[src/rtl/f11_vic.sv]
// rtl/f11_vic.sv - vectored interrupt controller for the F-11 Wishbone core
// Merges level requests into vm_virq[7:4] and serves vector / fast-data reads.
module f11_vic #(
  parameter int          VIC_N    = 8,
  parameter logic [15:0] VIC_SPUR = 16'o0
) (
  input  logic                 vm_clk_p,
  input  logic                 vm_init,
  input  logic [VIC_N-1:0]     irq_req,
  input  logic [2*VIC_N-1:0]   irq_lvl,
  input  logic [16*VIC_N-1:0]  irq_vec,
  output logic [VIC_N-1:0]     irq_ack,
  input  logic [15:0]          fdin_dat,
  output logic [7:4]           vm_virq,
  input  logic                 wbi_stb_i,
  input  logic                 wbi_una_i,
  output logic [15:0]          wbi_dat_o,
  output logic                 wbi_ack_o
);

  localparam int WW = (VIC_N > 1) ? $clog2(VIC_N) : 1;

  typedef enum logic [1:0] {IDLE, LATCH, ACK, WAIT} state_t;

  state_t        state;
  state_t        state_nxt;
  logic          una_q;
  logic          hit_q;
  logic [WW-1:0] win_q;
  logic [WW-1:0] win_idx;
  logic          win_vld;
  logic [1:0]    win_lvl;
  logic [3:0]    virq_nxt;

  // Strict '>' keeps the lowest index among equal-level requesters.
  always_comb begin
    win_vld = 1'b0;
    win_idx = '0;
    win_lvl = 2'd0;
    for (int i = 0; i < VIC_N; i++) begin
      if (irq_req[i] && (!win_vld || (irq_lvl[2*i +: 2] > win_lvl))) begin
        win_vld = 1'b1;
        win_idx = WW'(i);
        win_lvl = irq_lvl[2*i +: 2];
      end
    end
  end

  always_comb begin
    virq_nxt = 4'd0;
    for (int k = 0; k < 4; k++) begin
      for (int i = 0; i < VIC_N; i++) begin
        if (irq_req[i] && (irq_lvl[2*i +: 2] == 2'(k))) begin
          virq_nxt[k] = 1'b1;
        end
      end
    end
  end

  always_ff @(posedge vm_clk_p) begin
    if (vm_init) begin
      vm_virq <= 4'd0;
    end else begin
      vm_virq <= virq_nxt;
    end
  end

  always_ff @(posedge vm_clk_p) begin
    if (vm_init) begin
      state <= IDLE;
    end else begin
      state <= state_nxt;
    end
  end

  always_comb begin
    state_nxt = state;
    case (state)
      IDLE:    if (wbi_stb_i) state_nxt = LATCH;
      LATCH:   state_nxt = wbi_stb_i ? ACK : IDLE;
      ACK:     state_nxt = WAIT;
      WAIT:    if (!wbi_stb_i) state_nxt = IDLE;
      default: state_nxt = IDLE;
    endcase
  end

  // The read result is frozen here so late request changes cannot alter it.
  always_ff @(posedge vm_clk_p) begin
    if (vm_init) begin
      una_q     <= 1'b0;
      hit_q     <= 1'b0;
      win_q     <= '0;
      wbi_dat_o <= 16'd0;
    end else begin
      case (state)
        IDLE: begin
          if (wbi_stb_i) una_q <= wbi_una_i;
        end
        LATCH: begin
          if (una_q) begin
            wbi_dat_o <= fdin_dat;
            hit_q     <= 1'b0;
          end else if (win_vld) begin
            wbi_dat_o <= irq_vec[16*win_idx +: 16];
            hit_q     <= 1'b1;
            win_q     <= win_idx;
          end else begin
            wbi_dat_o <= VIC_SPUR;
            hit_q     <= 1'b0;
          end
        end
        default: ;
      endcase
    end
  end

  always_comb begin
    wbi_ack_o = (state == ACK);
    irq_ack   = '0;
    if ((state == ACK) && hit_q) begin
      irq_ack[win_q] = 1'b1;
    end
  end

endmodule

[config.mk]
export PLATFORM = sky130hd
export DESIGN_NAME = f11_vic
export DESIGN_NICKNAME = d
export VERILOG_FILES = /design/src/rtl/f11_vic.sv
export SDC_FILE = /design/constraint.sdc
export NUM_CORES = 1
export LEC_CHECK = 0
export CORE_UTILIZATION = 35
export DETAILED_ROUTE_END_ITERATION = 16
export PLACE_DENSITY = 0.79
export SLEW_MARGIN = 20
export SYNTH_ARGS = -nofsm -noshare
export SYNTH_HDL_FRONTEND = slang
export SYNTH_SLANG_ARGS = --single-unit
[constraint.sdc]
create_clock -name vm_clk_p -period 9.51 [get_ports vm_clk_p]
set_input_delay 0.951 -clock vm_clk_p [delete_from_list [all_inputs] [get_ports vm_clk_p]]
set_output_delay 0.951 -clock vm_clk_p [all_outputs]
set_load 0.05 [all_outputs]
==> results.py <==
metrics = {
    "outcome": {
        "status": "completed",
    },
    "synth": {
        "netlist_instances": 481,
        "synth_edf_count": 0,
        "synth-seq-cells": 27,
        "synth.avg_cell_area_um2": 6.92,
        "synth_flop_cell": "dfxtp_1",
        "synth.cell_area_um2": 3330,
        "synth-async-reset-ratio_pct": 0,
        "yosys.cell_types.count": 66,
        "synth_nets": 663,
        "synth-seq-area-share_pct": 16.2,
        "ys_warn_count": 0,
    },
    "routing": {
        "vias_per_cell": 5.76,
        "via_count": 4863,
        "wl_um": 16500,
        "firstDrtPassIters": 6,
        "drtIter0Drc": 241,
        "postRouteAntennaNets": 0,
        "drcViolationCount": 0,
        "wire_per_inst_um": 19.5,
    },
    "clock_network": {
        "clkLatencyLatePin_ns": 0.27,
        "cts.sinks": 27,
        "clockBufferDepth": 2,
        "cts_tree": "done",
        "cts_root_buffer": "clkbuf_8",
        "cts_hold_buf": 0,
        "cts_max_level": 1,
        "cts_buffers": 3,
        "path_clk_slew_ns": 0.09,
    },
    "critical_path": {
        "worstPathRequired_ns": 9.68,
        "reg2reg_depth": 6,
        "crit_fanout": 7,
        "critPathLaunch": "irq_lvl[1]",
        "setup.worst_path.end_class": "flip-flop",
        "arrival_ns": 9.47,
        "path_class": "input pin to flip-flop",
        "critPathLaunchType": "input pin",
        "cp-endpoint": "wbi_dat_o[15]$_SDFFE_PP0N_",
        "cp_slowest_cell": "or3_4",
        "cpPeakStageDelay_ns": 0.38,
        "worstReg2RegEnd": "wbi_dat_o[14]$_SDFFE_PP0N_",
        "r2r_slack_ns": 7.02,
    },
    "finish": {
        "fillers": 759,
        "finalNetCount": 898,
        "final_common_cell": "clkdlybuf4s50_1",
        "area_delta_synth_final_pct": 92.8,
        "n_antenna_cell": 0,
        "fin_cells": 844,
        "drive_above_1_share_pct": 21.5,
        "mostFrequentLayoutCells": "clkdlybuf4s50_1, buf_4, nand2_1",
        "utilization_pct": 69.4,
    },
    "global_routing": {
        "grt_pass1_vias": 4678,
        "grt_pass1_wl_um": 24700,
        "grt_usage_pct": 31.6,
        "antenna_found_initial": 0,
        "grt_max_degree": 34,
        "grt-ovfl-total": 0,
    },
    "timing": {
        "setup-violations-final": 0,
        "finalCriticalPeriod_ns": 9.29,
        "slew_headroom_pct": 28.6,
        "min_period_over_period_pct": 97.7,
        "drv_slew": 0,
        "rsz0062_at_grt": "true",
        "setup_ws_ns": 0.215,
        "finClkSkew_ns": 0.00208,
        "max_freq_mhz": 108,
        "hold-worst-slack_ns": 0.490,
        "hold_viol": 0,
        "tightest_slew_ns": 1.07,
    },
    "power_and_ir_drop": {
        "ir_drop_uv": 81.3,
        "p_leak_uw": 0.00253,
        "powerDensity_nw_per_um2": 148,
        "power_uw": 948,
    },
    "placement": {
        "gp_congestion": 0.863,
        "dp.final_hpwl_um": 13000,
        "dpl_worst_slack_ns": -0.507,
        "io_buffers": 200,
        "dp_cells": 824,
    },
    "floorplanning": {
        "core_um2": 9240,
        "die_w_um": 99.5,
        "die_y_um": 99.5,
        "die_area_um2": 9900,
        "initial_core_util_pct": 36.0,
        "row_count": 35,
        "ios": 201,
    },
    "flow_run": {
        "maxCapViolCount": 0,
    },
    "worst_hold_path": {
        "holdCritPathClass": "flip-flop to flip-flop",
    },
}
[through the flow]
step	setup TNS, ns	area (um^2)
final	0	6410
after global routing	-2.32	6410
after CTS	0	6170
after detailed placement	-7.86	5980
after global placement	-2.37	5980
after floorplan	0	3570
[sequential cells by signal (all words and copies together), names as in the netlist, named ones only]
name       cells
wbi_dat_o     16
una_q          1
state          1
hit_q          1
vm_virq        4
win_q          3
[power by group]
part           switching (uW)  internal, uW  total, uW  leakage (uW)
Sequential               11.6           132        143      0.000222
Combinational             400           339        739       0.00228
Clock                    37.1          29.4       66.5     0.0000255
[Yosys cell counts (17+ instances only)]
master     n  area share [%]
nor2_1    49             5.5
nand2_1   52             5.9
a22o_1    17             4.5
clkbuf_1  22             2.5
o21ai_0   24             3.6
a211oi_1  20             4.5
a21oi_1   25             3.8
a31oi_1   36             6.8
dfxtp_1   27              16
inv_1     51             5.8
[cells by family (layout without fill, tap and decap cells)]
| group | after synthesis | after routing | share of synthesized area (%) |
|---|---|---|---|
| compound gates | 203 | 203 | 47.2 |
| fa+ha+maj | 11 | 11 | 4.06 |
| buf+inv | 84 | 318 | 10.0 |
| flops | 27 | 27 | 16.2 |
| mux | 2 | 2 | 0.677 |
| simple gates | 154 | 154 | 21.9 |
[layout make-up]
type | count | area [um^2] | area share, %
multi-input cells | 370 | 2880 | 44.9
repair buffers | 262 | 2580 | 40.3
flip-flops and latches | 27 | 541 | 8.43
inverters | 52 | 198 | 3.08
well taps | 129 | 161 | 2.52
clock buffers | 3 | 41.3 | 0.644
clock inverters | 1 | 5.00 | 0.0780
[critical path, delay by kind of cell]
| kind | cells | cell delay [ns] |
|---|---|---|
| AO/OA/AOI/OAI | 19 | 2.91 |
| AND/OR/NAND/NOR | 20 | 2.43 |
| adder cells (fa/ha/maj) | 8 | 2.24 |
| buffers and inverters | 5 | 0.56 |
| multiplexers | 1 | 0.32 |
[repair_timing]
action | CTS | global route
pin swaps | 17 | 45
cloned | 1 | 1
resized for setup | 17 | 48
setup buffers | 7 | 8
endpoints found under the setup margin | 16 | 17
[worst min-delay path by stage]
stage / cells past startpoint / slack, ns / to / start
floorplan: 2 / 0.44 / una_q$_SDFFE_PP0P_ / una_q$_SDFFE_PP0P_
global placement: 2 / 0.47 / una_q$_SDFFE_PP0P_ / una_q$_SDFFE_PP0P_
detailed placement: 2 / 0.48 / una_q$_SDFFE_PP0P_ / una_q$_SDFFE_PP0P_
CTS: 2 / 0.49 / una_q$_SDFFE_PP0P_ / una_q$_SDFFE_PP0P_
global route: 2 / 0.55 / una_q$_SDFFE_PP0P_ / una_q$_SDFFE_PP0P_
finish: 2 / 0.49 / una_q$_SDFFE_PP0P_ / una_q$_SDFFE_PP0P_
[per-layer routing]
layer  routed length (um)  global-route usage [%]  vias up
li1                     -                       -     2286
met1                 6810                    40.0     2317
met2                 8110                    55.6      228
met3                 1080                    4.29       32
met4                  496                    9.28        0
met5                    0                       0        -
No activity file was read; power rests on OpenSTA's default activity.
==> edit, RTL diff (same settings) <==
`VIC_N`: 8 -> 4.
--- a/src/rtl/f11_vic.sv
+++ b/src/rtl/f11_vic.sv
@@ -1,7 +1,7 @@
 // rtl/f11_vic.sv - vectored interrupt controller for the F-11 Wishbone core
 // Merges level requests into vm_virq[7:4] and serves vector / fast-data reads.
 module f11_vic #(
-  parameter int          VIC_N    = 8,
+  parameter int          VIC_N    = 4,
   parameter logic [15:0] VIC_SPUR = 16'o0
 ) (
   input  logic                 vm_clk_p,
Ports: changed (resized irq_ack, irq_lvl, irq_req and irq_vec); port bits go from 201 to 121. No check against the original RTL was run, so the function may have changed too.
==> edit against the original RTL <==
Sequential cell count decreased by 1; via count is 54% lower; power decreased by 58%; synthesized cell count fell by 55%; synthesized area shrank 48%; routed wire length fell by 60%; setup slack improved by 3400 ps; design area is 53% lower; critical path type unchanged.
==> edit: results (changes against the original RTL) <==
metric,value,unit,change
slowest_delay,590,ps,+210 ps
grt_usage,24.9,%,-6.7 points
slowest_stage,nand3b_1,,
dp_hpwl,5000,um,-61%
port_buffers,120,,-40%
drive_gt1_share,3.94,%,-18 points
status,"finished, final reports clean",,
synth_nets,320,,-52%
finalClockSkew,4.06,ps,+1.98 ps
yosys.area_share.adder,4.34,%,+0.28 points
p_leak,1.11,nW,-56%
synthMuxAreaShare,1.23,%,+0.55 points
place_congestion,0.883,,+2.3%
grt_pass1_wl,10200,um,-59%
synth_top_cells_by_area,"dfxtp_1, o22ai_1, o221ai_1, a21oi_1, nor2_1",,
drt_wl_total,6680,um,-60%
grt_pass1_vias,2163,,-54%
dp_slack,3370,ps,+3880 ps
grt_max_degree,35,,+2.9%
ys_seq_area_share,30.1,%,+14 points
drt_iter0_drc,166,,-31%
nFillCells,399,,-47%
post_cts_buffers,0,,-7
use_met1,29.2,%,-11 points
clkLatencyLatePin,270,ps,about the same
irDropWorstVdd,0.0607,mV,-25%
synthDistinctLibCells,35,,-47%
vias,2258,,-54%
cp_max_fo,15,,+8
worst_slew_pin_slew,910,ps,-156 ps
use_met3,5.56,%,+1.3 points
fin_nets,433,,-52%
dr.pass1.iters,4,,-2
grt_util_met2,45.2,%,-10 points
post_cts_resized,0,,-17
synth_common_cells,"dfxtp_1, o22ai_1, nor2_1",,
reg.largest.list,"wbi_dat_o (16), vm_virq (4), win_q (2)",,
-- edit: cell types whose count changed after synthesis, moves of 14 or more --
cell / change
o211ai_1: -14
a22o_1: -17
o21ai_0: -21
a31oi_1: -32
a221o_1: -16
o22ai_1: +25
inv_1: -42
a211oi_1: -20
nand2_1: -43
clkbuf_1: -14
nor2_1: -25
-- edit: power by group --
part	internal [mW]	switching (mW)
Clock	0.0370	0.0354
Sequential	0.123	0.00920
Combinational	0.0851	0.110
Total	0.245	0.154
-- edit: final cells by class --
class	instances	area (um^2)	share of cell area (%)
inverters	9	33.8	1.12
flip-flops and latches	26	520	17.3
well taps	67	83.8	2.78
clock buffers	4	55.1	1.83
repair buffers	122	1220	40.3
multi-input cells	169	1100	36.7
-- edit: per-stage QoR --
step	area, um^2	instances
2_1_floorplan	1730	218
3_3_place_gp	2960	393
3_5_place_dp	2960	393
4_1_cts	3010	397
5_1_grt	3010	397
6_report	3010	397
-- edit: path summary, 6_finish.rpt --
kind / slack [ps] / endpoint / from / cells after the start
worst max-delay path: 3620 / wbi_dat_o[0] / irq_req[0] / 18
worst min-delay path: 540 / hit_q / hit_q / 2
worst max register to register: 7460 / wbi_dat_o[3] / register / 4
worst min register to register: 540 / hit_q / hit_q / 2
-- edit: cell families (layout without fill, tap and decap cells) --
family,Yosys count,after routing
buffers and inverters,23,135
DFF,26,26
adders and majority gates,6,6
AOI/OAI and AO/OA,87,87
and+or+nand+nor,74,74
muxes,2,2
-- edit: tightest hold or removal path, cell delays in order (launching register included) --
cell	delay [ps]
dfxtp_1	340
a21oi_1	120
nor2_1	40
-- edit: per-layer routing --
layer,vias up,share of wire [%]
li1,1080,-
met1,1061,40
met2,109,50
met3,8,9.7
met4,0,1.1
met5,-,0
